[config.mk]
export PLATFORM = sky130hd
export DESIGN_NAME = v810_sysreg
export DESIGN_NICKNAME = d
export VERILOG_FILES = /design/src/rtl/v810_pkg.sv /design/src/rtl/v810_sysreg.sv
export SDC_FILE = /design/constraint.sdc
export NUM_CORES = 1
export LEC_CHECK = 0
export ABC_CLOCK_PERIOD_IN_PS = 3600
export BUFFER_PORTS_ARGS = -buffer_cell sky130_fd_sc_hd__buf_2
export CORE_ASPECT_RATIO = 1.2
export CORE_UTILIZATION = 30
export CTS_CLUSTER_DIAMETER = 60
export CTS_CLUSTER_SIZE = 40
export DETAILED_ROUTE_END_ITERATION = 8
export PLACE_DENSITY = 0.44
export SETUP_SLACK_MARGIN = 0.2
export SLEW_MARGIN = 15
export SYNTH_ARGS = -nofsm -noshare
export SYNTH_HDL_FRONTEND = slang
export SYNTH_SLANG_ARGS = --single-unit
[constraint.sdc]
create_clock -name CLK -period 3.6 [get_ports CLK]
set_input_delay 0.18 -clock CLK [delete_from_list [all_inputs] [get_ports CLK]]
set_output_delay 0.18 -clock CLK [all_outputs]
set_load 0.02 [all_outputs]
[src/rtl/v810_pkg.sv]
// Shared types for the V810 system register block: register selects, register layouts,
// reset values and the control FSM state encoding.
package v810_pkg;

    typedef enum logic [4:0] {
        SR_EIPC  = 5'd0,
        SR_EIPSW = 5'd1,
        SR_FEPC  = 5'd2,
        SR_FEPSW = 5'd3,
        SR_ECR   = 5'd4,
        SR_PSW   = 5'd5,
        SR_PIR   = 5'd6,
        SR_TKCW  = 5'd7,
        SR_CHCW  = 5'd24,
        SR_ADTRE = 5'd25
    } sr_sel_t;

    typedef struct packed {
        logic cy;
        logic ov;
        logic s;
        logic z;
    } aluflags_t;

    typedef struct packed {
        logic [11:0] rfu20;
        logic [3:0]  i;
        logic        np;
        logic        ep;
        logic        ae;
        logic        id;
        logic [1:0]  rfu10;
        logic [5:0]  fl;
        aluflags_t   alu_fl;
    } psw_t;

    typedef struct packed {
        logic [15:0] fecc;
        logic [15:0] eicc;
    } ecr_t;

    typedef struct packed {
        logic [11:0] cec;
        logic [11:0] cen;
        logic [1:0]  rfu6;
        logic        icr;
        logic        icd;
        logic [1:0]  rfu2;
        logic        ice;
        logic        icc;
    } chcw_t;

    typedef enum logic [1:0] {
        ST_IDLE = 2'd0,
        ST_ACK  = 2'd1,
        ST_HALT = 2'd2
    } state_t;

    // Which request is being acknowledged while in ST_ACK.
    typedef enum logic [1:0] {
        RQ_EXC  = 2'd0,
        RQ_RETI = 2'd1,
        RQ_LDSR = 2'd2,
        RQ_STSR = 2'd3
    } req_kind_t;

    localparam logic [31:0] PSW_RST  = 32'h0000_8000;
    localparam logic [31:0] ECR_RST  = 32'h0000_FFF0;

    function automatic psw_t psw_clean(input logic [31:0] v);
        psw_t p;
        p       = psw_t'(v);
        p.rfu20 = '0;
        p.rfu10 = '0;
        return p;
    endfunction

    // Only the enable/clear-count fields and ice exist; cache operation strobes have no target.
    function automatic chcw_t chcw_clean(input logic [31:0] v);
        chcw_t c;
        c      = chcw_t'(v);
        c.rfu6 = '0;
        c.icr  = 1'b0;
        c.icd  = 1'b0;
        c.rfu2 = '0;
        c.icc  = 1'b0;
        return c;
    endfunction

endpackage

[src/rtl/v810_sysreg.sv]
// V810 system registers: LDSR/STSR access, exception/NMI entry, RETI, ALU flag updates.
// Latency: each accepted request is acknowledged by a one-cycle pulse on the next CLK.
// Backpressure: one request per cycle by fixed priority; losers and requests seen in ACK/HALT stay pending.
module v810_sysreg
    import v810_pkg::*;
#(
    parameter logic [31:0] PIR_VALUE  = 32'h0000_8100,
    parameter logic [31:0] TKCW_VALUE = 32'h0000_00E0
) (
    input  logic        CLK,
    input  logic        RESn,
    input  logic [4:0]  sr_sel,
    input  logic        ldsr_req,
    input  logic [31:0] ldsr_wdata,
    output logic        ldsr_ack,
    input  logic        stsr_req,
    output logic [31:0] stsr_rdata,
    output logic        stsr_ack,
    input  logic        exc_req,
    input  logic        exc_nmi,
    input  logic [15:0] exc_code,
    input  logic [31:0] exc_pc,
    output logic        exc_ack,
    input  logic        reti_req,
    output logic        reti_ack,
    output logic [31:0] reti_pc,
    input  logic        flags_we,
    input  logic [3:0]  flags_in,
    output logic [31:0] psw,
    output logic [31:0] chcw,
    output logic        fatal
);

    state_t      state_q, state_d;
    req_kind_t   kind_q, kind_d;
    psw_t        psw_q, psw_d;
    psw_t        eipsw_q, eipsw_d;
    psw_t        fepsw_q, fepsw_d;
    ecr_t        ecr_q, ecr_d;
    chcw_t       chcw_q, chcw_d;
    logic [31:0] eipc_q, eipc_d;
    logic [31:0] fepc_q, fepc_d;
    logic [31:0] adtre_q, adtre_d;
    logic [31:0] stsr_rdata_q, stsr_rdata_d;
    logic [31:0] reti_pc_q, reti_pc_d;
    logic        fatal_q, fatal_d;
    logic [31:0] rd_val;

    always_comb begin
        rd_val = 32'h0;
        case (sr_sel)
            SR_EIPC:  rd_val = eipc_q;
            SR_EIPSW: rd_val = eipsw_q;
            SR_FEPC:  rd_val = fepc_q;
            SR_FEPSW: rd_val = fepsw_q;
            SR_ECR:   rd_val = ecr_q;
            SR_PSW:   rd_val = psw_q;
            SR_PIR:   rd_val = PIR_VALUE;
            SR_TKCW:  rd_val = TKCW_VALUE;
            SR_CHCW:  rd_val = chcw_q;
            SR_ADTRE: rd_val = adtre_q;
            default:  rd_val = 32'h0;
        endcase
    end

    always_comb begin
        state_d      = state_q;
        kind_d       = kind_q;
        psw_d        = psw_q;
        eipsw_d      = eipsw_q;
        fepsw_d      = fepsw_q;
        ecr_d        = ecr_q;
        chcw_d       = chcw_q;
        eipc_d       = eipc_q;
        fepc_d       = fepc_q;
        adtre_d      = adtre_q;
        stsr_rdata_d = stsr_rdata_q;
        reti_pc_d    = reti_pc_q;
        fatal_d      = fatal_q;

        // Flag strobe first so any PSW write from an accepted request below overrides it.
        if (flags_we && state_q != ST_HALT) begin
            psw_d.alu_fl = aluflags_t'(flags_in);
        end

        case (state_q)
            ST_IDLE: begin
                if (exc_req) begin
                    if (psw_q.np) begin
                        fatal_d = 1'b1;
                        state_d = ST_HALT;
                    end else begin
                        psw_d = psw_q;
                        if (exc_nmi || psw_q.ep) begin
                            fepc_d    = exc_pc;
                            fepsw_d   = psw_q;
                            ecr_d.fecc = exc_code;
                            psw_d.np  = 1'b1;
                        end else begin
                            eipc_d    = exc_pc;
                            eipsw_d   = psw_q;
                            ecr_d.eicc = exc_code;
                            psw_d.ep  = 1'b1;
                        end
                        psw_d.id = 1'b1;
                        psw_d.ae = 1'b0;
                        kind_d   = RQ_EXC;
                        state_d  = ST_ACK;
                    end
                end else if (reti_req) begin
                    if (psw_q.np) begin
                        reti_pc_d = fepc_q;
                        psw_d     = psw_clean(fepsw_q);
                    end else begin
                        reti_pc_d = eipc_q;
                        psw_d     = psw_clean(eipsw_q);
                    end
                    kind_d  = RQ_RETI;
                    state_d = ST_ACK;
                end else if (ldsr_req) begin
                    case (sr_sel)
                        SR_EIPC:  eipc_d  = {ldsr_wdata[31:1], 1'b0};
                        SR_EIPSW: eipsw_d = psw_t'(ldsr_wdata);
                        SR_FEPC:  fepc_d  = {ldsr_wdata[31:1], 1'b0};
                        SR_FEPSW: fepsw_d = psw_t'(ldsr_wdata);
                        SR_PSW:   psw_d   = psw_clean(ldsr_wdata);
                        SR_CHCW:  chcw_d  = chcw_clean(ldsr_wdata);
                        SR_ADTRE: adtre_d = {ldsr_wdata[31:1], 1'b0};
                        default:  ;
                    endcase
                    kind_d  = RQ_LDSR;
                    state_d = ST_ACK;
                end else if (stsr_req) begin
                    stsr_rdata_d = rd_val;
                    kind_d       = RQ_STSR;
                    state_d      = ST_ACK;
                end
            end
            ST_ACK:  state_d = ST_IDLE;
            ST_HALT: state_d = ST_HALT;
            default: state_d = ST_IDLE;
        endcase
    end

    always_ff @(posedge CLK or negedge RESn) begin
        if (!RESn) begin
            state_q      <= ST_IDLE;
            kind_q       <= RQ_STSR;
            psw_q        <= psw_t'(PSW_RST);
            eipsw_q      <= '0;
            fepsw_q      <= '0;
            ecr_q        <= ecr_t'(ECR_RST);
            chcw_q       <= '0;
            eipc_q       <= '0;
            fepc_q       <= '0;
            adtre_q      <= '0;
            stsr_rdata_q <= '0;
            reti_pc_q    <= '0;
            fatal_q      <= 1'b0;
        end else begin
            state_q      <= state_d;
            kind_q       <= kind_d;
            psw_q        <= psw_d;
            eipsw_q      <= eipsw_d;
            fepsw_q      <= fepsw_d;
            ecr_q        <= ecr_d;
            chcw_q       <= chcw_d;
            eipc_q       <= eipc_d;
            fepc_q       <= fepc_d;
            adtre_q      <= adtre_d;
            stsr_rdata_q <= stsr_rdata_d;
            reti_pc_q    <= reti_pc_d;
            fatal_q      <= fatal_d;
        end
    end

    assign exc_ack    = (state_q == ST_ACK) && (kind_q == RQ_EXC);
    assign reti_ack   = (state_q == ST_ACK) && (kind_q == RQ_RETI);
    assign ldsr_ack   = (state_q == ST_ACK) && (kind_q == RQ_LDSR);
    assign stsr_ack   = (state_q == ST_ACK) && (kind_q == RQ_STSR);
    assign stsr_rdata = stsr_rdata_q;
    assign reti_pc    = reti_pc_q;
    assign psw        = psw_q;
    assign chcw       = chcw_q;
    assign fatal      = fatal_q;

endmodule

==> results of run 1 <==
power breakdown:
part | switching [µW] | internal [µW]
combinational | 1940 | 1790
clock | 1580 | 1760
sequential | 1070 | 4680
total | 4590 | 8240
placed cells by master (no fill, tap or decap), drive strengths merged, types with 8 or more instances in the layout:
cell type,n
nand2,109
nand3b,23
a21oi,66
conb,21
nand2b,20
a21o,45
inv,15
nand3,20
mux2,226
buf,246
nor3,8
nor2,48
dfrtp,288
dlygate4sd3,88
a31oi,29
nor2b,17
and3,15
o21ai,20
mux2i,38
a22oi,65
dfstp,15
clkbuf,37
a221oi,27
routing by layer:
layer  vias to the layer above  global-route usage [%]  wire length (µm)
met5                         -                       0                 0
met4                         0                    6.68              1480
met3                        74                    2.85              2330
met2                       325                    35.2             25000
met1                      5750                    28.1             23300
li1                       5072                       -                 -
state kept, by name, summed over array words and instances, names as in the netlist, 18 cells and up:
signal	count
ecr_q	32
eipc_q	32
chcw	25
eipsw_q	32
fepc_q	32
adtre_q	31
psw	18
reti_pc	32
fepsw_q	32
stsr_rdata	32
synth_stat cells (2+ instances only):
cell and count:
dfrtp_1 288, mux2_2 221, nand2_1 108, a22oi_1 65, a21oi_1 62, clkbuf_1 52, nor2_1 47, a21o_1 45
mux2i_1 38, a31oi_1 29, a221oi_1 27, buf_4 24, nand3b_1 23, nand2b_1 20, nand3_1 20, o21ai_0 20
buf_2 19, nor2b_1 17, and3_1 15, dfstp_2 15, buf_1 6, buf_6 6, nor3_1 6, inv_1 5
mux2_1 5, o221ai_1 5, a2bb2oi_1 3, a32oi_1 3, o22a_1 3, o22ai_1 3, or3b_2 3, a21oi_2 2
a21oi_4 2, a311oi_1 2, a41oi_1 2, and2_0 2, and2_1 2, nor4bb_1 2, o21bai_1 2
area by class of cell:
| type | count | share of cell area (%) |
|---|---|---|
| flip-flops and latches | 303 | 41.8 |
| clock buffers | 37 | 4.50 |
| repair buffers | 334 | 12.7 |
| well taps | 623 | 4.29 |
| multi-input cells | 846 | 35.4 |
| clock inverters | 19 | 1.18 |
| inverters | 5 | 0.103 |
tightest hold or removal path: stages:
cell,delay (ns)
buf_2,0.08
nand2_1,0.09
nand2_1,0.10
mux2_2,0.13
path summary, 6_finish.rpt:
path	start	to	slack, ns	depth (start not counted)
worst min register to register	stsr_rdata[1]$_DFFE_PN0P_	stsr_rdata[1]$_DFFE_PN0P_	0.47	1
worst max register to register	state_q[1]$_DFFE_PN0P_	eipc_q[0]$_DFFE_PN0P_	1.01	7
min in group asynchronous	RESn	reti_pc[20]$_DFFE_PN0P_	0.26	2
worst max-delay path	state_q[1]$_DFFE_PN0P_	eipc_q[0]$_DFFE_PN0P_	1.01	7
max in group asynchronous	RESn	ecr_q[8]$_DFFE_PN1P_	2.33	3
worst min-delay path	exc_pc[12]	eipc_q[12]$_DFFE_PN0P_	0.03	4
kinds of logic (layout without fill, tap and decap cells):
| kind of cell | Yosys count | after routing | share of synthesized area [%] |
|---|---|---|---|
| DFF | 303 | 303 | 52.4 |
| AOI/OAI and AO/OA | 283 | 283 | 13.6 |
| and+or+nand+nor | 278 | 278 | 9.75 |
| muxes | 264 | 264 | 20.2 |
| buffers and inverters | 113 | 395 | 4.03 |
| other | 1 | 21 | 0.0259 |
stage by stage:
stage	cell area (µm²)	cells	total power (µW)	hold WS [ns]	utilization [%]
3_3_place_gp	16300	2023	9410	0.356	34.4
2_1_floorplan	14600	1262	7970	-0.116	-
3_5_place_dp	16300	2023	9470	0.354	34.4
6_report	18200	2167	12800	0.0304	38.4
4_1_cts	18200	2167	13000	0.0129	38.4
5_1_grt	18200	2167	13500	0.0817	38.4
==> impl_metrics.json, run 1 <==
{
  "slowest_delay_ns": 0.58,
  "crit_top_cell": "buf_4",
  "drv_slew": 0,
  "final_nets": 1617,
  "path_cells": "nor2_1 > buf_4 > nand2_1 > a21oi_4 > buf_4 > o32ai_1 > dlygate4sd3_1",
  "routed_wirelength_um": 52100,
  "synth_cell_type_count": 62,
  "fin_crit_ns": 2.59,
  "ys_async_sr_fraction_pct": 100,
  "clockBufferDepth": 3,
  "startpoint_type": "flip-flop",
  "skew_ns": 0.0294,
  "drtAntennaViolNets": 0,
  "end_kind": "flip-flop",
  "grt_pass1_vias": 11600,
  "gr-usage-all-layers_pct": 21.1,
  "port_buffers": 208,
  "cts_resized": 0,
  "die_y_um": 243,
  "ys_warn_count": 0,
  "hold_class": "in -> reg",
  "cellPowerDensity_nw_per_um2": 705,
  "vias_per_cell": 5.18,
  "grt_pass1_wl_um": 77200,
  "cp.buffers_inverters": 3,
  "critPathRequiredTime_ns": 4.06,
  "die_area_um2": 49200,
  "setup_slack_ns": 1.01,
  "synth_flop_cell": "dfrtp_1",
  "gp_congestion": 0.786,
  "cp_max_fo": 20,
  "cts_tree": "yes",
  "synth_top_area_cell": "dfrtp_1",
  "maxCapViolCount": 0,
  "antenna_found_initial": 0,
  "post_cts_buffers": 0,
  "first_iter_violations": 543,
  "clock_latency_ns": 0.60,
  "hpwlAfterDp_um": 35100,
  "holdBufCountCts": 88,
  "dr.pass1.iters": 5,
  "p_leak_uw": 0.00857,
  "fin_crit_sh_pct": 72.1,
  "ioPinCount": 230,
  "drc_errors": 0,
  "crit_arrival_ns": 3.05,
  "synthTopCellsByArea": "dfrtp_1, mux2_2, a22oi_1",
  "die_w_um": 203,
  "start_util_pct": 30.6,
  "cp_slowest_cell": "dlygate4sd3_1",
  "rsz0062_at_grt": "no",
  "status": "finished clean",
  "grt_start_max_net_pins": 112,
  "drive_above_1_share_pct": 36.0,
  "core_um2": 47400,
  "syn2layout_area_growth_pct": 25.5,
  "cp_top_family": "buffers and inverters",
  "path_clk_slew_ns": 0.07,
  "fmax_ghz": 0.385,
  "synth_edf_count": 0,
  "synth.avg_cell_area_um2": 11.7,
  "postSynthCellCount": 1242,
  "worst_pin_slew_ns": 0.961,
  "max-slew-margin-rel_pct": 35.9,
  "gr-total-overflow": 0,
  "hold_viol": 0,
  "irDropWorstVdd_uv": 369,
  "htree_levels": 1,
  "nFillCells": 4717,
  "synth_top_cell_area_share_pct": 49.7,
  "vias": 11200,
  "synth-seq-cells": 303,
  "setup_tns_ns": 0,
  "clockRootBuffer": "clkbuf_16",
  "clkSinkCount": 303,
  "path_class": "reg -> reg",
  "dp_slack_ns": 0.963,
  "num_antenna_cells": 0,
  "synth_area_um2": 14500,
  "wl_per_cell_um": 24.0,
  "finalSetupViolations": 0,
  "numCtsBuffers": 30,
  "ys_seq_area_share_pct": 52.4,
  "multi_input_area_um2": 6440,
  "register_area_um2": 7600,
  "row_count": 87
}
No activity file was read; power rests on OpenSTA's default activity.
==> run 2: changes to the inputs <==
--- a/config.mk
+++ b/config.mk
@@ -5,7 +5,7 @@
 export SDC_FILE = /design/constraint.sdc
 export NUM_CORES = 1
 export LEC_CHECK = 0
-export ABC_CLOCK_PERIOD_IN_PS = 3600
+export ABC_CLOCK_PERIOD_IN_PS = 2400
 export BUFFER_PORTS_ARGS = -buffer_cell sky130_fd_sc_hd__buf_2
 export CORE_ASPECT_RATIO = 1.2
 export CORE_UTILIZATION = 30
==> constraint.sdc (replaced) <==
create_clock -name CLK -period 2.4 [get_ports CLK]
set_input_delay 0.12 -clock CLK [delete_from_list [all_inputs] [get_ports CLK]]
set_output_delay 0.12 -clock CLK [all_outputs]
set_load 0.02 [all_outputs]
==> run 2 against run 1 <==
Effect of this change:
- clock power rose by 67%
- largest cell class unchanged
- worst hold slack better by 0.037 ns
- worst setup slack got worse by 0.76 ns
- critical endpoint is now psw[3]$_DFFE_PN0P_
- first-iteration DRC count is 22% higher
- largest power group unchanged
==> impl_metrics.json, run 2 (synthesized netlist as in run 1, its figures left out) <==
{
  "gp_congestion": 0.803,
  "syn2layout_area_growth_pct": 28.8,
  "finalSetupViolations": 0,
  "clockRootBuffer": "clkbuf_16",
  "grt_pass1_vias": 11600,
  "final_common_cell": "dfrtp_1",
  "highest_layer": "met4",
  "antenna_found_initial": 0,
  "row_count": 87,
  "gr-total-overflow": 0,
  "worst_pin_slew_ns": 0.745,
  "fin_area_um2": 18700,
  "drive_above_1_share_pct": 37.4,
  "clock_latency_ns": 0.60,
  "core_um2": 47400,
  "routed_wirelength_um": 52000,
  "placed_cell_area_um2": 16500,
  "cts_tree": "yes",
  "route.met2.wl_um": 25600,
  "gr-usage-all-layers_pct": 21.1,
  "drt-met1-wl_um": 23500,
  "startpoint_type": "flip-flop",
  "clockBufferDepth": 3,
  "end_kind": "flip-flop",
  "numCtsBuffers": 30,
  "fin_crit_sh_pct": 89.7,
  "hold_viol": 0,
  "cellPowerDensity_nw_per_um2": 1060,
  "drv_slew": 0,
  "dr.pass1.iters": 6,
  "die_y_um": 243,
  "vias_per_cell": 5.17,
  "first_iter_violations": 664,
  "p_leak_uw": 0.00880,
  "grt_pass1_wl_um": 77300,
  "maxCapViolCount": 0,
  "status": "finished clean",
  "start_util_pct": 30.6,
  "path_clk_slew_ns": 0.08,
  "irDropWorstVdd_uv": 653,
  "port_buffers": 208,
  "drtAntennaViolNets": 0,
  "crit_arrival_ns": 2.62,
  "wl_met3_um": 2050,
  "die_w_um": 203,
  "vias": 11400,
  "path_class": "reg -> reg",
  "layout_common_cells": "dfrtp_1, mux2_2, buf_2, nand2_1, dlygate4sd3_1",
  "setup_tns_ns": 0,
  "max-slew-margin-rel_pct": 50.3,
  "die_area_um2": 49200,
  "fmax_ghz": 0.465,
  "hold_class": "in -> async",
  "skew_ns": 0.0150,
  "ioPinCount": 230,
  "fin_crit_ns": 2.15,
  "hpwlAfterDp_um": 35000,
  "grt_start_max_net_pins": 77,
  "cp_max_fo": 8,
  "wl_per_cell_um": 23.7,
  "clkSinkCount": 303,
  "rsz0062_at_grt": "yes",
  "htree_levels": 1,
  "critPathRequiredTime_ns": 2.87,
  "drc_errors": 0,
  "final_nets": 1649
}
## run 2: changes by cell type in the layout (fill, tap and decap cells not counted), sizes merged, moves of 4 or more
cell	previous run	this run
buf	246	274
dlygate4sd3	88	92
clkbuf	37	31
bufinv	1	7
## run 2: critical path, cell delays in order, from the launching register on
cell and delay (ns):
dfrtp_1 0.46, or2_2 0.46, nor3b_2 0.38, o21ai_0 0.16, dlygate4sd3_1 0.58
## run 2: what timing repair did
item                                    in CTS  in global routing
hold endpoints to repair                   453                  0
endpoints found under the setup margin       0                 19
resized for setup                            0                  2
buffers inserted                             0                  5
hold buffers                                92                  0
## run 2: metal layers
| layer | global-route usage (%) | vias up |
|---|---|---|
| met1 | 28.8 | 5853 |
| met3 | 1.99 | 53 |
| li1 | - | 5141 |
| met5 | 0 | - |
| met4 | 4.73 | 0 |
| met2 | 35.9 | 330 |
## run 2: final cells by class
type	count	area, µm²
Timing Repair Buffer	366	2660
Tap cell	623	779
Multi-Input combinational cell	846	6440
Antenna cell	1	2.50
Inverter	5	18.8
Fill cell	4673	28700
Clock buffer	31	764
Sequential cell	303	7610
Clock inverter	25	402
## run 2: stage by stage
step / hold WS (ns) / utilization [%] / power (µW) / setup slack, ns / cells
3_3_place_gp: 0.0994 / 34.9 / 14100 / 0.237 / 2046
6_report: 0.0677 / 39.4 / 19900 / 0.248 / 2200
3_5_place_dp: 0.111 / 34.9 / 14200 / 0.190 / 2046
4_1_cts: 0.0688 / 39.4 / 20100 / 0.225 / 2194
5_1_grt: 0.0829 / 39.4 / 21000 / 0.164 / 2199
2_1_floorplan: -0.176 / - / 12000 / 0.347 / 1262
## run 2: final timing paths
| kind | cells past startpoint | end | startpoint | slack (ns) |
|---|---|---|---|---|
| setup / recovery | 4 | psw[3]$_DFFE_PN0P_ | state_q[1]$_DFFE_PN0P_ | 0.25 |
| min in group CLK | 4 | psw[15]$_DFFE_PN1P_ | ldsr_req | 0.18 |
| hold / removal | 2 | eipc_q[20]$_DFFE_PN0P_ | RESn | 0.07 |
| setup reg to reg | 4 | psw[3]$_DFFE_PN0P_ | state_q[1]$_DFFE_PN0P_ | 0.25 |
| max in group asynchronous | 3 | ecr_q[6]$_DFFE_PN1P_ | RESn | 1.47 |
| hold reg to reg | 1 | stsr_rdata[5]$_DFFE_PN0P_ | stsr_rdata[5]$_DFFE_PN0P_ | 0.47 |
## run 2: report_power, final
group | switching [µW] | internal (µW)
clock network | 2410 | 3180
registers | 1410 | 7030
logic | 3040 | 2820
==> run 3: changes to the inputs <==
--- a/config.mk
+++ b/config.mk
@@ -5,16 +5,18 @@
 export SDC_FILE = /design/constraint.sdc
 export NUM_CORES = 1
 export LEC_CHECK = 0
+export ABC_AREA = 1
 export ABC_CLOCK_PERIOD_IN_PS = 2400
 export BUFFER_PORTS_ARGS = -buffer_cell sky130_fd_sc_hd__buf_2
 export CORE_ASPECT_RATIO = 1.2
 export CORE_UTILIZATION = 30
+export CTS_BUF_LIST = sky130_fd_sc_hd__clkbuf_2 sky130_fd_sc_hd__clkbuf_4 sky130_fd_sc_hd__clkbuf_8
 export CTS_CLUSTER_DIAMETER = 60
 export CTS_CLUSTER_SIZE = 40
 export DETAILED_ROUTE_END_ITERATION = 8
 export PLACE_DENSITY = 0.44
 export SETUP_SLACK_MARGIN = 0.2
-export SLEW_MARGIN = 15
+export SLEW_MARGIN = 25
 export SYNTH_ARGS = -nofsm -noshare
 export SYNTH_HDL_FRONTEND = slang
 export SYNTH_SLANG_ARGS = --single-unit
==> run 3 against run 2 <==
Effect of this change:
- die area is 2.2% higher
- via count is 23% higher
- synthesized cell count is 61% higher
- sequential power is 39% lower
- total power is 50% lower
- global-route usage is 2.1 points higher
- largest cell class unchanged
==> impl_metrics.json, run 3 <==
{
  "vias_per_cell": 4.73,
  "dr.pass1.iters": 5,
  "hold_class": "in -> reg",
  "drc_errors": 0,
  "path_cells": "nor2_2 > nor2_1 > nor3b_4 > nand2_4 > nor2_8 > buf_12 > nand2_1 > o21ai_1",
  "path_depth": 8,
  "ys_warn_count": 0,
  "synth_edf_count": 0,
  "first_iter_violations": 1045,
  "die_w_um": 205,
  "synth_top_cell_area_share_pct": 48.6,
  "syn2layout_area_growth_pct": 24.3,
  "gp_congestion": 0.870,
  "reg2reg_depth": 8,
  "hpwlAfterDp_um": 42000,
  "wl_per_cell_um": 19.8,
  "cp.buffers_inverters": 1,
  "ioPinCount": 230,
  "antenna_found_initial": 1,
  "cp_slowest_cell": "dfrtp_1",
  "clockRootBuffer": "clkbuf_8",
  "layout_common_cells": "nand2_1, dfrtp_1, o21ai_0, buf_2, inv_1",
  "drv_slew": 0,
  "crit_arrival_ns": 2.72,
  "synth.avg_cell_area_um2": 7.43,
  "start_util_pct": 30.6,
  "fin_crit_sh_pct": 89.7,
  "port_buffers": 208,
  "worst_pin_slew_ns": 0.807,
  "synth_cell_type_count": 37,
  "reg2reg_to": "eipc_q[26]$_DFFE_PN0P_",
  "vias": 13900,
  "synth_flop_cell": "dfrtp_1",
  "yosysMostFrequentCell": "nand2_1",
  "dp.cells": 2789,
  "ys_top_cells_by_count": "nand2_1, dfrtp_1, o21ai_0, inv_1, nor2_1",
  "timing.hold.ws_ns": 0.0406,
  "postSynthCellCount": 1995,
  "hold_viol": 0,
  "reg2reg_from": "psw[14]$_DFFE_PN0P_",
  "critPathRequiredTime_ns": 2.97,
  "cp-endpoint": "eipc_q[26]$_DFFE_PN0P_",
  "startpoint_type": "flip-flop",
  "numCtsBuffers": 29,
  "final_nets": 2388,
  "slowest_delay_ns": 0.49,
  "ys_seq_area_share_pct": 51.3,
  "cellPowerDensity_nw_per_um2": 536,
  "row_count": 88,
  "routed_wirelength_um": 58200,
  "max-slew-margin-rel_pct": 45.6,
  "skew_ns": 0.0411,
  "irDropWorstVdd_uv": 511,
  "p_leak_uw": 0.00979,
  "ys_async_sr_fraction_pct": 100,
  "finalSetupViolations": 0,
  "gr-total-overflow": 0,
  "die_area_um2": 50300,
  "synth-seq-cells": 303,
  "clockBufferDepth": 3,
  "path_clk_slew_ns": 0.10,
  "drive_above_1_share_pct": 15.6,
  "hold_depth": 5,
  "grt_pass1_wl_um": 87000,
  "clock_latency_ns": 0.67,
  "rrSetupSlack_ns": 0.25,
  "setup_tns_ns": 0,
  "grt_start_max_net_pins": 79,
  "drtAntennaViolNets": 0,
  "synth_area_um2": 14800,
  "rsz0062_at_grt": "yes",
  "grt_pass1_vias": 13500,
  "gr-usage-all-layers_pct": 23.2,
  "end_kind": "flip-flop",
  "core_um2": 48400,
  "final_common_cell": "nand2_1",
  "cts_tree": "yes",
  "clkSinkCount": 303,
  "fin_crit_ns": 2.15,
  "maxCapViolCount": 0,
  "instances_no_fill": 2945,
  "cp_max_fo": 24,
  "fmax_ghz": 0.465,
  "path_class": "reg -> reg",
  "synthTopCellsByArea": "dfrtp_1, nand2_1, o21ai_0",
  "synth_top_area_cell": "dfrtp_1",
  "crit_start": "psw[14]$_DFFE_PN0P_",
  "status": "finished clean",
  "die_y_um": 245,
  "htree_levels": 1,
  "cp_top_family": "simple AND/OR/NAND/NOR gates"
}
[run 3: cell count changes after synthesis, sizes merged, moves of 65 or more]
cell   delta
a22oi    -65
o21ai   +263
nand2   +734
inv     +160
nor2    +112
mux2    -226
[run 3: what timing repair did]
action | in CTS | in global routing
hold endpoints to repair | 477 | 0
buffers inserted | 0 | 0
gates resized for setup | 1 | 5
setup endpoints to repair | 21 | 55
pin swaps | 0 | 1
cloned | 0 | 1
hold buffers | 100 | 0
[run 3: worst min-delay path by stage]
stage               startpoint  slack (ns)                      end
CTS                    exc_nmi       0.004    ecr_q[22]$_DFFE_PN0P_
global route           exc_nmi        0.06    ecr_q[31]$_DFFE_PN0P_
finish                 exc_nmi        0.04    ecr_q[16]$_DFFE_PN0P_
global placement          RESn        0.18    ecr_q[23]$_DFFE_PN0P_
detailed placement        RESn        0.18    ecr_q[23]$_DFFE_PN0P_
floorplan                 RESn       -0.18  adtre_q[10]$_DFFE_PN0P_
[run 3: metal layers]
metal	share of wire (%)	track usage, %
met1	47	34.1
met2	44	35.5
met3	6.0	3.26
met4	2.4	6.03
met5	0	0
[run 3: through the flow]
step / util (%) / setup slack, ns / instance area [µm²] / total power, µW
4_1_cts: 37.9 / 0.225 / 18400 / 10000
5_1_grt: 38.0 / 0.112 / 18400 / 10200
2_1_floorplan: - / 0.678 / 14900 / 5620
3_5_place_dp: 34.4 / 0.134 / 16700 / 6030
6_report: 38.0 / 0.248 / 18400 / 9860
3_3_place_gp: 34.4 / 0.120 / 16700 / 6030
[run 3: layout make-up]
type                       count  area, µm²
antenna                        1       2.50
multi-input combinational   1428       6100
sequential                   303       7600
tap                          630        788
clock buffer                  32        428
timing repair buffer         360       2570
clock inverter                22        280
fill                        5271      30000
inverter                     169        637
[run 3: kinds of logic (layout without fill, tap and decap cells)]
kind of cell	count (synthesis)	in the layout	synth area share [%]
flops	303	303	51.3
other cells	1	22	0.0253
buf+inv	285	583	8.36
simple gates	1044	1045	27.5
compound gates	362	362	12.8
[run 3: worst min-delay path, stage by stage]
cell and delay, ns:
buf_2 0.11, o21ai_2 0.05, buf_4 0.21, nand2_1 0.08, o21ai_0 0.06
[run 3: where the power goes]
group / switching [µW] / internal (µW)
Sequential: 30.4 / 5160
Clock: 2310 / 1510
Combinational: 556 / 295
Total: 2900 / 6960
